===== src/rtl/out_port_uart_tx_if.sv =====
// Output-port write channel from the core to the serial transmit stage.
//   out_data : byte written by the core's OUT instruction
//   out_we   : one-cycle strobe qualifying out_data
// Modports: master (core side, drives), slave (transmitter side, receives).
interface out_port_uart_tx_if;
    logic [7:0] out_data;
    logic       out_we;

    modport master (output out_data, output out_we);
    modport slave  (input  out_data, input  out_we);
endinterface


===== src/rtl/out_port_uart_tx.sv =====
// Serial output stage: captures OUT writes into a FIFO and shifts each byte
// out LSB-first as an async frame (start, 8 data, [parity], stop) on tx.
// Ports:
//   clk, rst  : clock, asynchronous active-high reset
//   out_port  : write channel (out_data, out_we), slave side
//   tx        : serial line, idles high
//   busy      : frame in progress (FSM not idle)
//   empty     : FIFO holds no entries
//   full      : FIFO holds DEPTH entries
//   count     : FIFO occupancy, 0..DEPTH
//   overflow  : sticky, set when a write is dropped while full
// Optional feature macro: UART_TX_PARITY_EN adds an even-parity bit after data.
module out_port_uart_tx #(
    parameter int unsigned DEPTH        = 8,
    parameter int unsigned CLKS_PER_BIT = 16
) (
    input  logic                    clk,
    input  logic                    rst,
    out_port_uart_tx_if.slave       out_port,
    output logic                    tx,
    output logic                    busy,
    output logic                    empty,
    output logic                    full,
    output logic [$clog2(DEPTH):0]  count,
    output logic                    overflow
);
    localparam int unsigned PTR_W = $clog2(DEPTH);
    localparam int unsigned CNT_W = PTR_W + 1;
    localparam int unsigned TMR_W = $clog2(CLKS_PER_BIT);

    typedef enum logic [2:0] {
        IDLE,
        START,
        DATA,
        STOP
`ifdef UART_TX_PARITY_EN
        , PARITY
`endif
    } state_t;

    state_t           state;
    logic [7:0]       mem [DEPTH];
    logic [PTR_W-1:0] rd_ptr;
    logic [PTR_W-1:0] wr_ptr;
    logic [CNT_W-1:0] count_next;
    logic [7:0]       shreg;
    logic [2:0]       bit_idx;
    logic [TMR_W-1:0] tmr;
    logic             tmr_last;
    logic             push;
    logic             pop;
`ifdef UART_TX_PARITY_EN
    logic             par;
`endif

    // Push uses the pre-edge full flag, so a pop on the same edge cannot make room.
    assign push     = out_port.out_we && !full;
    assign tmr_last = (tmr == TMR_W'(CLKS_PER_BIT - 1));
    // Head is consumed when leaving IDLE or when a stop bit ends with more data queued.
    assign pop      = !empty && ((state == IDLE) || ((state == STOP) && tmr_last));

    // Occupancy update
    always_comb begin
        count_next = count;
        unique case ({push, pop})
            2'b10:   count_next = count + CNT_W'(1);
            2'b01:   count_next = count - CNT_W'(1);
            default: count_next = count;
        endcase
    end

    // FIFO storage (no reset needed, validity tracked by count)
    always_ff @(posedge clk) begin
        if (push) mem[wr_ptr] <= out_port.out_data;
    end

    // FIFO pointers, flags and sticky overflow
    always_ff @(posedge clk or posedge rst) begin
        if (rst) begin
            rd_ptr   <= '0;
            wr_ptr   <= '0;
            count    <= '0;
            empty    <= 1'b1;
            full     <= 1'b0;
            overflow <= 1'b0;
        end else begin
            if (push) wr_ptr <= wr_ptr + PTR_W'(1);
            if (pop)  rd_ptr <= rd_ptr + PTR_W'(1);
            count <= count_next;
            empty <= (count_next == '0);
            full  <= (count_next == CNT_W'(DEPTH));
            if (out_port.out_we && full) overflow <= 1'b1;
        end
    end

    // Transmit FSM with registered tx/busy
    always_ff @(posedge clk or posedge rst) begin
        if (rst) begin
            state   <= IDLE;
            tx      <= 1'b1;
            busy    <= 1'b0;
            shreg   <= '0;
            bit_idx <= '0;
            tmr     <= '0;
`ifdef UART_TX_PARITY_EN
            par     <= 1'b0;
`endif
        end else begin
            tmr <= tmr_last ? '0 : tmr + TMR_W'(1);
            if (pop) begin
                state <= START;
                tx    <= 1'b0;
                busy  <= 1'b1;
                shreg <= mem[rd_ptr];
                tmr   <= '0;
`ifdef UART_TX_PARITY_EN
                par   <= ^mem[rd_ptr];
`endif
            end else begin
                case (state)
                    IDLE: begin
                        tx   <= 1'b1;
                        busy <= 1'b0;
                        tmr  <= '0;
                    end
                    START: begin
                        if (tmr_last) begin
                            state   <= DATA;
                            bit_idx <= '0;
                            tx      <= shreg[0];
                        end
                    end
                    DATA: begin
                        if (tmr_last) begin
                            if (bit_idx == 3'd7) begin
`ifdef UART_TX_PARITY_EN
                                state <= PARITY;
                                tx    <= par;
`else
                                state <= STOP;
                                tx    <= 1'b1;
`endif
                            end else begin
                                bit_idx <= bit_idx + 3'd1;
                                tx      <= shreg[bit_idx + 3'd1];
                            end
                        end
                    end
`ifdef UART_TX_PARITY_EN
                    PARITY: begin
                        if (tmr_last) begin
                            state <= STOP;
                            tx    <= 1'b1;
                        end
                    end
`endif
                    STOP: begin
                        // Queued data is handled by the pop branch above.
                        if (tmr_last) begin
                            state <= IDLE;
                            busy  <= 1'b0;
                        end
                    end
                    default: begin
                        state <= IDLE;
                        tx    <= 1'b1;
                        busy  <= 1'b0;
                    end
                endcase
            end
        end
    end
endmodule


===== src/flat_wrapper.sv =====
// flat-port wrapper written by rule: the top's interface ports become plain ports
module out_port_uart_tx_flat 
#(
    parameter int unsigned DEPTH        = 8,
    parameter int unsigned CLKS_PER_BIT = 16
)
  (clk, rst, tx, busy, empty, full, count, overflow, out_port_out_data, out_port_out_we);
  out_port_uart_tx_if out_port_i ();
  input  logic clk;
  input  logic rst;
  output logic tx;
  output logic busy;
  output logic empty;
  output logic full;
  output logic [$clog2(DEPTH):0] count;
  output logic overflow;
  input wire logic [$bits(out_port_i.out_data)-1:0] out_port_out_data;
  input wire logic [$bits(out_port_i.out_we)-1:0] out_port_out_we;
  assign out_port_i.out_data = out_port_out_data;
  assign out_port_i.out_we = out_port_out_we;
  out_port_uart_tx #(.DEPTH(DEPTH), .CLKS_PER_BIT(CLKS_PER_BIT)) u_core (.clk(clk), .rst(rst), .out_port(out_port_i), .tx(tx), .busy(busy), .empty(empty), .full(full), .count(count), .overflow(overflow));
endmodule

===== config.mk =====
export PLATFORM = sky130hd
export DESIGN_NAME = out_port_uart_tx_flat
export DESIGN_NICKNAME = d
export VERILOG_FILES = /design/src/rtl/out_port_uart_tx_if.sv /design/src/rtl/out_port_uart_tx.sv /design/src/flat_wrapper.sv
export SDC_FILE = /design/constraint.sdc
export NUM_CORES = 1
export LEC_CHECK = 0
export BUFFER_PORTS_ARGS = -buffer_cell sky130_fd_sc_hd__clkbuf_2
export CAP_MARGIN = 20
export CORE_MARGIN = 2
export CORE_UTILIZATION = 55
export CTS_CLUSTER_SIZE = 30
export DETAILED_ROUTE_END_ITERATION = 7
export GPL_ROUTABILITY_DRIVEN = 0
export PLACE_DENSITY = 0.73
export SYNTH_ARGS = -nofsm -noshare
export SYNTH_HDL_FRONTEND = slang
export SYNTH_SLANG_ARGS = --single-unit

===== constraint.sdc =====
create_clock -name clk -period 7.5 [get_ports clk]
set_clock_uncertainty 0.05 [all_clocks]
set_input_delay 1.5 -clock clk [delete_from_list [all_inputs] [get_ports clk]]
set_output_delay 1.5 -clock clk [all_outputs]
set_load 0.05 [all_outputs]

==> run_results.csv, run 1 <==
group,metric,value,unit
power,intPower,1.19,mW
hold_path,whs_endpoint,"u_core.overflow",
sta,hold-worst-slack,0.414,ns
global_routing,overflow,0,
clocking,postCtsSetupBuffers,0,
finish,finalNetCount,305,
finish,seq_area,2730,sq um
power,sequentialPowerShare,0.439,
die,dieArea,8200,sq um
yosys,syn_area,4120,sq um
clocking,cts_buffers,9,
global_routing,grt_usage,0.176,
die,ios,20,
worst_setup_path,r2r_slack,4.55,ns
route,drc,0,
route,vias,2158,
worst_setup_path,cp_max_fo,6,
yosys,synth_edf_count,64,
sta,grt_setup_unrepaired,"no",
worst_setup_path,arrival,3.70,ns
job,maxCapViolations,0,
yosys,syn_inst,254,
outcome,status,"complete, no violations",
clocking,cts_resized,0,
yosys,synth_fp_nets,279,
power,peakVddDrop,0.179,mV
clocking,cts_hold_buf,0,
clocking,cts.sinks,96,
yosys,synth_warnings,0,
global_routing,antenna_found_initial,0,
power,switching_power,0.675,mW
yosys,synth_flop_cell,"edfxtp_1",
worst_setup_path,crit_type,"in2reg",
place,portBuffers,19,
yosys,yosysTopAreaCell,"edfxtp_1",
yosys,ys_types,47,
sta,worst-slew-pin-transition,0.917,ns
die,rows,31,
finish,multi_input_area,1320,sq um
worst_setup_path,r2r-end,"u_core.empty",
finish,area_growth_syn_to_layout,10.7,%
sta,relSlewSlack,0.386,
clocking,cts_tree,"yes",
yosys,ys_top_cells_by_area,"edfxtp_1 47%, dfrtp_1 18%, mux4_2 8.7%",
place,place_area,4320,sq um
yosys,synth-seq-cells,96,
yosys,yosysTopAreaCellShare,0.467,
finish,fillCellCount,533,
sta,drv_slew,0,
finish,drive_above_1_share,0.232,
worst_setup_path,reg2reg_from,"u_core.state[0]",
sta,finalCritPeriodShare,0.461,
power,powerDensity,409,nW/um^2
hold_path,holdCritPathClass,"reg2reg",
route,wl_per_cell,17.6,um
hold_path,min_from,"u_core.overflow",
sta,min_period,3.46,ns
sta,finalWorstSetupSlack,4.04,ns
clocking,clock_path_buffers,2,
finish,n_antenna_cell,0,
clocking,clockRootBuffer,"clkbuf_8",
yosys,async_reset_ff_frac,0.333,
route,drt_iter0_drc,98,
worst_setup_path,r2r.worst_path.cells,9,
die,fp.dieW,90.5,um
yosys,synth_seq_area_share,0.662,
die,core_area,7250,sq um
sta,hold_violations,0,
die,start_util,0.568,
sta,fmax,289,MHz
die,die_h,90.5,um
route,drt.antenna.violating_nets,0,
clocking,htree_levels,3,
global_routing,grt_pass1_wl,10.8,mm
sta,fin_setup_tns,0,ns
worst_setup_path,required,7.74,ns
global_routing,grt_max_degree,33,
finish,final_area,4560,sq um
sta,setup_violations,0,
power,combPwrFrac,0.370,
global_routing,grt_pass1_vias,2105,
power,sw_frac_of_total,0.362,
clocking,clock_latency,0.36,ns
route,wirelength,6.77,mm
power,design_power_total,1.86,mW
yosys,avgSynthCellArea,16.2,sq um
place,dp_slack,3.66,ns
power,p_leak,1.73,nW
route,dr.pass1.iters,4,
route,drt-vias-per-instance,5.62,
place,place.detailed.hpwl,4.39,mm
power,power_frac_clock,0.191,
clocking,path_clk_slew,0.10,ns
worst_setup_path,crit_path_end_kind,"flop",
worst_setup_path,startpoint_type,"input port",
hold_path,hold_path_depth,1,
-- registers in the layout (all words and copies together) (netlist names) --
register,cells
u_core.mem,64
u_core.shreg,8
u_core.count,4
u_core.tmr,4
u_core.bit_idx,3
u_core.rd_ptr,3
u_core.wr_ptr,3
u_core.state,2
u_core.busy,1
u_core.empty,1
u_core.full,1
u_core.overflow,1
u_core.tx,1
-- critical path, stage by stage --
cell	delay, ns
clkbuf_2	0.08
nor2b_1	0.35
inv_1	0.13
ha_1	0.28
xor2_1	0.18
ha_1	0.27
mux2_2	0.29
a2111o_1	0.40
a211oi_1	0.21
-- area by class of cell --
cell class	count	area share
Clock buffer	9	0.0272
Clock inverter	7	0.0187
Inverter	9	0.00741
Multi-Input combinational cell	140	0.289
Sequential cell	96	0.598
Tap cell	99	0.0272
Timing Repair Buffer	24	0.0335
-- synthesized netlist by cell type, types with 2 or more instances --
master	count
mux4_2	16
mux2i_1	10
nand2_1	10
buf_2	4
mux2_2	4
nand2b_1	4
xor2_1	3
a211oi_1	2
mux4_1	2
dfrtp_1	30
o21ai_0	4
nor2b_1	4
xnor2_1	6
a211o_1	3
nor3_1	4
clkbuf_1	2
a2111oi_0	2
edfxtp_1	64
a21o_1	3
dfstp_2	2
nor3b_1	2
ha_1	14
a21oi_1	11
inv_1	9
nor2_1	17
-- power by group through the flow --
| stage | clock (mW) | sequential [mW] | combinational, mW |
|---|---|---|---|
| 2_1_floorplan | 0 | 0.840 | 0.515 |
| 5_1_grt | 0.383 | 0.836 | 0.752 |
| 3_3_place_gp | 0 | 0.847 | 0.639 |
| 4_1_cts | 0.361 | 0.841 | 0.653 |
| 6_report | 0.356 | 0.818 | 0.689 |
| 3_5_place_dp | 0 | 0.853 | 0.650 |
-- cells by family after synthesis --
logic type,after synthesis,synth area share
buf+inv,18,0.0188
xor+xnor,9,0.0191
fa+ha+maj,14,0.0425
compound gates,34,0.0586
simple gates,50,0.0611
flops,96,0.662
mux,33,0.138
-- metrics by stage --
| stage | util | std cells |
|---|---|---|
| 6_report | 0.629 | 384 |
| 5_1_grt | 0.629 | 384 |
| 4_1_cts | 0.625 | 383 |
| 3_5_place_dp | 0.596 | 367 |
| 3_3_place_gp | 0.596 | 367 |
| 2_1_floorplan | - | 254 |
-- metal layers --
layer | share of wire | vias to the layer above | routed length [um] | track usage
li1 | - | 1027 | - | -
met1 | 0.45 | 1079 | 3030 | 0.238
met2 | 0.50 | 42 | 3410 | 0.283
met3 | 0.034 | 10 | 230 | 0.0326
met4 | 0.015 | 0 | 104 | 0.0769
met5 | 0 | - | 0 | 0
-- how the worst max path moves through the flow --
| stage | startpoint | endpoint | slack (ns) | cells past startpoint |
|---|---|---|---|---|
| finish | out_port_out_we | u_core.empty | 4.04 | 9 |
| global route | out_port_out_we | u_core.empty | 3.86 | 9 |
| CTS | out_port_out_we | u_core.empty | 4.03 | 9 |
| detailed placement | out_port_out_we | u_core.empty | 3.66 | 9 |
| global placement | out_port_out_we | u_core.empty | 3.71 | 9 |
| floorplan | out_port_out_we | u_core.empty | 3.89 | 8 |
-- cells in the final DEF, fill, tap and decap left out, types with 3 or more instances in the layout --
cell type,count
o21ai_0,4
clkbuf_2,19
xnor2_1,6
nor2_1,17
dfrtp_1,30
clkbuf_8,9
nor3_1,4
xor2_1,3
ha_1,14
nand2b_1,4
nand2_1,10
edfxtp_1,64
a21oi_1,11
a21o_1,3
mux4_2,16
a211o_1,3
nor2b_1,4
mux2_2,4
mux2i_1,10
inv_1,9
buf_4,4
No activity file was read; power rests on OpenSTA's default activity.
==> inputs of run 2 (changes only) <==
Settings changed: PLACE_DENSITY 0.73 to 0.75.
Clock period 7.5 ns to 3.1 ns, I/O delays scaled along.
==> run 2 against run 1 <==
Core utilization grew 0.47 points. Non-clock buffer count grew 8. Via count grew 1.3%. Flip-flop and latch count did not move. Routed wire length grew 0.46%. Critical endpoint unchanged. Clock power is 130% higher. Critical path type is now reg2reg. Total power up 140%. Combinational power up 150%. Largest cell class unchanged.
==> run_results.csv, run 2 (synthesized netlist as in run 1, its figures left out) <==
group,metric,value,unit
sta,relSlewSlack,0.481,
global_routing,grt_pass1_wl,11.6,mm
power,p_leak,1.76,nW
route,drt_iter0_drc,85,
route,drc,0,
power,combPwrFrac,0.377,
finish,area_growth_syn_to_layout,11.5,%
worst_setup_path,cpPeakStageDelay,0.43,ns
worst_setup_path,startpoint_type,"flop",
power,powerDensity,976,nW/um^2
place,place.detailed.hpwl,4.51,mm
worst_setup_path,path_cells,"inv_1 -> ha_1 -> a41oi_2 -> nor2_2 -> ha_1 -> xor2_1 -> ha_1 -> mux2_2 -> a2111o_1 -> a211oi_1",
sta,fmax,363,MHz
route,dr.pass1.iters,4,
worst_setup_path,path_buf_inv,1,
finish,largest_reg_flops,64,
worst_setup_path,cp_top_family,"compound AO/OA/AOI/OAI gates",
clocking,cts_buffers,9,
worst_setup_path,crit_top_cell,"ha_1",
power,intPower,2.87,mW
global_routing,grt-busiest-layer,"met2",
power,power_frac_clock,0.186,
sta,min_period,2.76,ns
die,core_area,7250,sq um
place,portBuffers,19,
global_routing,grt_pass1_vias,2246,
clocking,path_clk_slew,0.10,ns
finish,final_common_cell,"edfxtp_1",
sta,grt_setup_unrepaired,"no",
worst_setup_path,startpoint,"u_core.state[0]",
power,peakVddDrop,0.477,mV
global_routing,use_met2,0.303,
global_routing,antenna_found_initial,0,
die,dieArea,8200,sq um
hold_path,holdCritPathClass,"in2async",
clocking,postCtsSetupBuffers,0,
worst_setup_path,required,3.33,ns
sta,drv_slew,0,
finish,top_register,"u_core.mem",
finish,drive_above_1_share,0.253,
finish,finalNetCount,313,
sta,finalCritPeriodShare,0.889,
power,switching_power,1.61,mW
global_routing,met1_usage,0.248,
clocking,htree_levels,3,
sta,hold-worst-slack,0.245,ns
clocking,cts_resized,0,
sta,hold_violations,0,
route,drt.antenna.violating_nets,0,
finish,mostFrequentLayoutCells,"64 x edfxtp_1, 30 x dfrtp_1, 19 x clkbuf_2, 17 x nor2_1, 16 x mux4_2",
clocking,clockRootBuffer,"clkbuf_8",
clocking,cts_tree,"yes",
clocking,cts.sinks,96,
die,fp.dieW,90.5,um
die,rows,31,
worst_setup_path,crit_path_end_kind,"flop",
die,start_util,0.568,
worst_setup_path,cp_max_fo,5,
die,die_h,90.5,um
clocking,cts_hold_buf,0,
route,drt-vias-per-instance,5.58,
global_routing,grt_max_degree,33,
finish,reg.largest.list,"u_core.mem x64, u_core.shreg x8",
sta,fin_setup_tns,0,ns
power,design_power_total,4.48,mW
worst_setup_path,arrival,2.99,ns
global_routing,grt_usage,0.188,
clocking,clock_latency,0.37,ns
clocking,clock_path_buffers,2,
worst_setup_path,reg2reg_from,"u_core.state[0]",
sta,worst-slew-pin-transition,0.779,ns
power,sw_frac_of_total,0.359,
worst_setup_path,cpMaxStageDelayCell,"dfrtp_1",
route,wirelength,6.80,mm
sta,setup_violations,0,
route,wl_per_cell,17.3,um
power,sequentialPowerShare,0.437,
outcome,status,"complete, no violations",
global_routing,met3_usage,0.0367,
route,vias,2186,
worst_setup_path,crit_type,"reg2reg",
finish,n_antenna_cell,0,
job,maxCapViolations,0,
global_routing,overflow,0,
die,ios,20,
## run 2: tightest hold or removal path, stage by stage
cell,delay [ns]
clkbuf_2,0.08
inv_1,0.04
buf_4,0.36
## run 2: power by group through the flow
stage	combinational [mW]	sequential [mW]	clock, mW
floorplan	1.25	2.03	0
global placement	1.65	1.97	0
detailed placement	1.70	1.99	0
CTS	1.71	1.97	0.850
global route	1.88	2.01	0.908
finish	1.69	1.96	0.834
## run 2: cell type report
cell class | instances | area [sq um]
clock buffers | 9 | 124
repair buffers | 32 | 193
inverters | 9 | 33.8
fillers | 546 | 2660
flip-flops and latches | 96 | 2730
multi-input cells | 140 | 1320
well taps | 99 | 124
clock inverters | 7 | 78.8
## run 2: worst paths after layout
path | end | slack (ns) | cells after the start
max | u_core.empty | 0.34 | 10
min | u_core.count[2] | 0.25 | 3
max reg2reg | u_core.empty | 0.34 | 10
min reg2reg | u_core.overflow | 0.43 | 1
max in group asynchronous | u_core.tx | 2.42 | 3
min in group clk | u_core.overflow | 0.42 | 2
## run 2: per-stage QoR
stage	instances	util	cell area [sq um]	setup WS [ns]
2_1_floorplan	254	-	4120	0.0176
3_3_place_gp	376	0.605	4390	0.444
3_5_place_dp	376	0.605	4390	0.347
4_1_cts	392	0.633	4590	0.327
5_1_grt	392	0.633	4590	0.166
6_report	392	0.633	4590	0.344
## run 2: routing by layer
layer  up-vias  routed length [um]  share of wire
met2        26                3390           0.50
li1       1046                   -              -
met1      1104                3120           0.46
met4         0                 114          0.017
met3        10                 175          0.026
met5         -                   0              0
==> inputs of run 3 (changes only) <==
Settings changed: ABC_AREA from default to 1.
==> run 3 against run 2 <==
Clock power decreased by 8.0%. Flip-flop and latch count unchanged. Area after synthesis increased by 2.4%. Total power increased by 1.1%. Via count increased by 29%. Final area increased by 0.82%. Register-to-register slack got worse by 0.09 ns. Non-clock buffer count decreased by 3. Hold slack improved by 0.070 ns. Sequential power decreased by 5%. Die area increased by 2.3%. Synthesized cell count increased by 55%.
==> run_results.csv, run 3 <==
group,metric,value,unit
clocking,cts.sinks,96,
global_routing,grt_usage,0.197,
sta,relSlewSlack,0.486,
clocking,path_clk_slew,0.10,ns
die,fp.dieW,91.6,um
finish,area_growth_syn_to_layout,9.85,%
worst_setup_path,required,3.30,ns
die,dieArea,8380,sq um
power,p_leak,1.93,nW
power,sw_frac_of_total,0.429,
die,die_h,91.6,um
die,start_util,0.575,
worst_setup_path,cp_max_fo,18,
global_routing,antenna_found_initial,0,
route,wirelength,7.70,mm
yosys,synth_edf_count,64,
finish,mostFrequentLayoutCells,"78 x nand2_1, 74 x nor2_1, 64 x edfxtp_1, 30 x dfrtp_1, 25 x o21ai_0",
power,combPwrFrac,0.419,
yosys,synth-seq-cells,96,
worst_setup_path,startpoint_type,"flop",
clocking,htree_levels,3,
die,ios,20,
worst_setup_path,cpPeakStageDelay,0.44,ns
power,powerDensity,978,nW/um^2
global_routing,grt_pass1_vias,2656,
place,place.detailed.hpwl,5.13,mm
yosys,syn_area,4220,sq um
worst_setup_path,path_buf_inv,5,
sta,finalCritPeriodShare,0.918,
yosys,avgSynthCellArea,10.7,sq um
sta,hold_violations,0,
yosys,synth_top_family_by_area,"simple AND/OR/NAND/NOR gates",
yosys,yosys-top-cells-count,"78 x nand2_1, 74 x nor2_1, 64 x edfxtp_1",
finish,top_register,"u_core.mem",
finish,largest_reg_flops,64,
power,intPower,2.59,mW
route,drc,0,
clocking,clockRootBuffer,"clkbuf_8",
worst_setup_path,r2r_slack,0.25,ns
worst_setup_path,reg2reg_from,"u_core.state[0]",
job,maxCapViolations,0,
yosys,synth_compound_area_frac,0.0893,
hold_path,holdCritPathClass,"in2async",
worst_setup_path,crit_type,"reg2reg",
clocking,cts_tree,"yes",
outcome,status,"complete, no violations",
yosys,yosysTopAreaCellShare,0.456,
yosys,syn_inst,394,
clocking,clock_latency,0.36,ns
global_routing,grt_pass1_wl,12.7,mm
finish,finalNetCount,446,
route,dr.pass1.iters,4,
sta,setup_violations,0,
yosys,synth_flop_cell,"edfxtp_1",
sta,drv_slew,0,
clocking,clock_path_buffers,2,
worst_setup_path,crit_cells,17,
worst_setup_path,crit_path_end_kind,"flop",
worst_setup_path,cpMaxStageDelayCell,"dfrtp_1",
yosys,synth_seq_area_share,0.646,
sta,min_period,2.85,ns
die,rows,31,
yosys,synth_warnings,0,
clocking,postCtsSetupBuffers,0,
global_routing,overflow,0,
yosys,yosysTopAreaCell,"edfxtp_1",
finish,reg.largest.list,"u_core.mem x64, u_core.shreg x8",
finish,final_util,0.632,
die,core_area,7330,sq um
finish,final_common_cell,"nand2_1",
sta,worst-slew-pin-transition,0.769,ns
sta,fmax,351,MHz
power,sequentialPowerShare,0.411,
worst_setup_path,r2r-end,"u_core.full",
yosys,synth_most_common_cell,"nand2_1",
power,design_power_total,4.53,mW
route,drt_iter0_drc,181,
yosys,synthAdderAreaFrac,0.0415,
finish,n_antenna_cell,0,
yosys,synth_fp_nets,419,
route,drt-vias-per-instance,5.35,
worst_setup_path,crit_end,"u_core.full",
route,drt.antenna.violating_nets,0,
route,wl_per_cell,14.7,um
finish,drive_above_1_share,0.134,
worst_setup_path,crit_top_cell,"inv_1",
route,vias,2810,
worst_setup_path,cp_top_family,"compound AO/OA/AOI/OAI gates",
yosys,synthMuxAreaShare,0,
worst_setup_path,startpoint,"u_core.state[0]",
power,switching_power,1.94,mW
power,peakVddDrop,0.396,mV
yosys,ys_top_cells_by_area,"edfxtp_1 46%, dfrtp_1 18%, nand2_1 6.9%",
clocking,cts_buffers,9,
yosys,synth-xor-area-share,0.0125,
yosys,ys_types,32,
global_routing,grt_max_degree,34,
worst_setup_path,arrival,3.04,ns
worst_setup_path,r2r.worst_path.cells,17,
power,power_frac_clock,0.169,
yosys,synth-simple-area-share,0.169,
yosys,async_reset_ff_frac,0.333,
place,portBuffers,19,
worst_setup_path,path_cells,"inv_1 -> ha_1 -> inv_1 -> a21oi_1 -> nand2_4 -> inv_8 -> ha_1 -> nand2_1 -> inv_1 -> nor2_1 -> ha_1 -> a21oi_1 -> inv_1 -> nand2_1 -> nand3_1 -> o211ai_1 -> a21oi_1",
==> run 3: final cells by class <==
type / instances / area [sq um]
fillers: 581 / 2700
multi-input cells: 259 / 1320
clock buffers: 9 / 124
clock inverters: 7 / 62.6
inverters: 26 / 105
flip-flops and latches: 96 / 2730
repair buffers: 29 / 170
well taps: 99 / 124
==> run 3: kinds of logic after synthesis <==
group           Yosys count
simple gates            175
flops                    96
compound gates           64
buf+inv                  39
fa+ha+maj                14
xor+xnor                  6
==> run 3: stage by stage <==
step / worst slack [ns] / hold slack, ns / instance area, sq um / TNS [ns] / std cells
2_1_floorplan: 0.666 / 0.380 / 4220 / 0 / 394
3_3_place_gp: 0.436 / 0.386 / 4440 / 0 / 509
3_5_place_dp: 0.251 / 0.397 / 4440 / 0 / 509
4_1_cts: 0.239 / 0.335 / 4620 / 0 / 525
5_1_grt: -0.00480 / 0.355 / 4630 / -0.00480 / 525
6_report: 0.254 / 0.315 / 4630 / 0 / 525
==> run 3: what timing repair did <==
item                                    CTS  global route
hold buffers                              0             0
resized for setup                         0             3
endpoints found under the setup margin    0             2
==> run 3: worst register-to-register path: stages, from the launching register on <==
cell,delay (ns)
dfrtp_1,0.44
inv_1,0.13
ha_1,0.20
inv_1,0.09
a21oi_1,0.26
nand2_4,0.19
inv_8,0.16
ha_1,0.22
nand2_1,0.08
inv_1,0.06
nor2_1,0.06
ha_1,0.18
a21oi_1,0.16
inv_1,0.07
nand2_1,0.09
nand3_1,0.10
o211ai_1,0.12
a21oi_1,0.07
==> run 3: how the worst min path moves through the flow <==
stage                          startpoint                 to  depth (start not counted)
after floorplan             u_core.tmr[0]      u_core.tmr[0]                          1
after global routing                  rst  u_core.bit_idx[2]                          2
after CTS                             rst  u_core.bit_idx[2]                          2
final                                 rst        u_core.full                          2
after global placement    u_core.overflow    u_core.overflow                          1
after detailed placement  u_core.overflow    u_core.overflow                          1
==> run 3: power by group through the flow <==
stage	clock (mW)	combinational, mW	sequential, mW
2_1_floorplan	0	1.34	2.01
5_1_grt	0.842	2.15	1.90
6_report	0.767	1.90	1.86
4_1_cts	0.782	1.89	1.86
3_3_place_gp	0	1.83	1.88
3_5_place_dp	0	1.89	1.89
==> run 3: metal layers <==
layer	global-route usage	routed length (um)	vias to the layer above
met1	0.266	3460	1337
met4	0.0606	93	0
li1	-	-	1388
met2	0.320	3730	77
met3	0.0432	420	8
met5	0	0	-
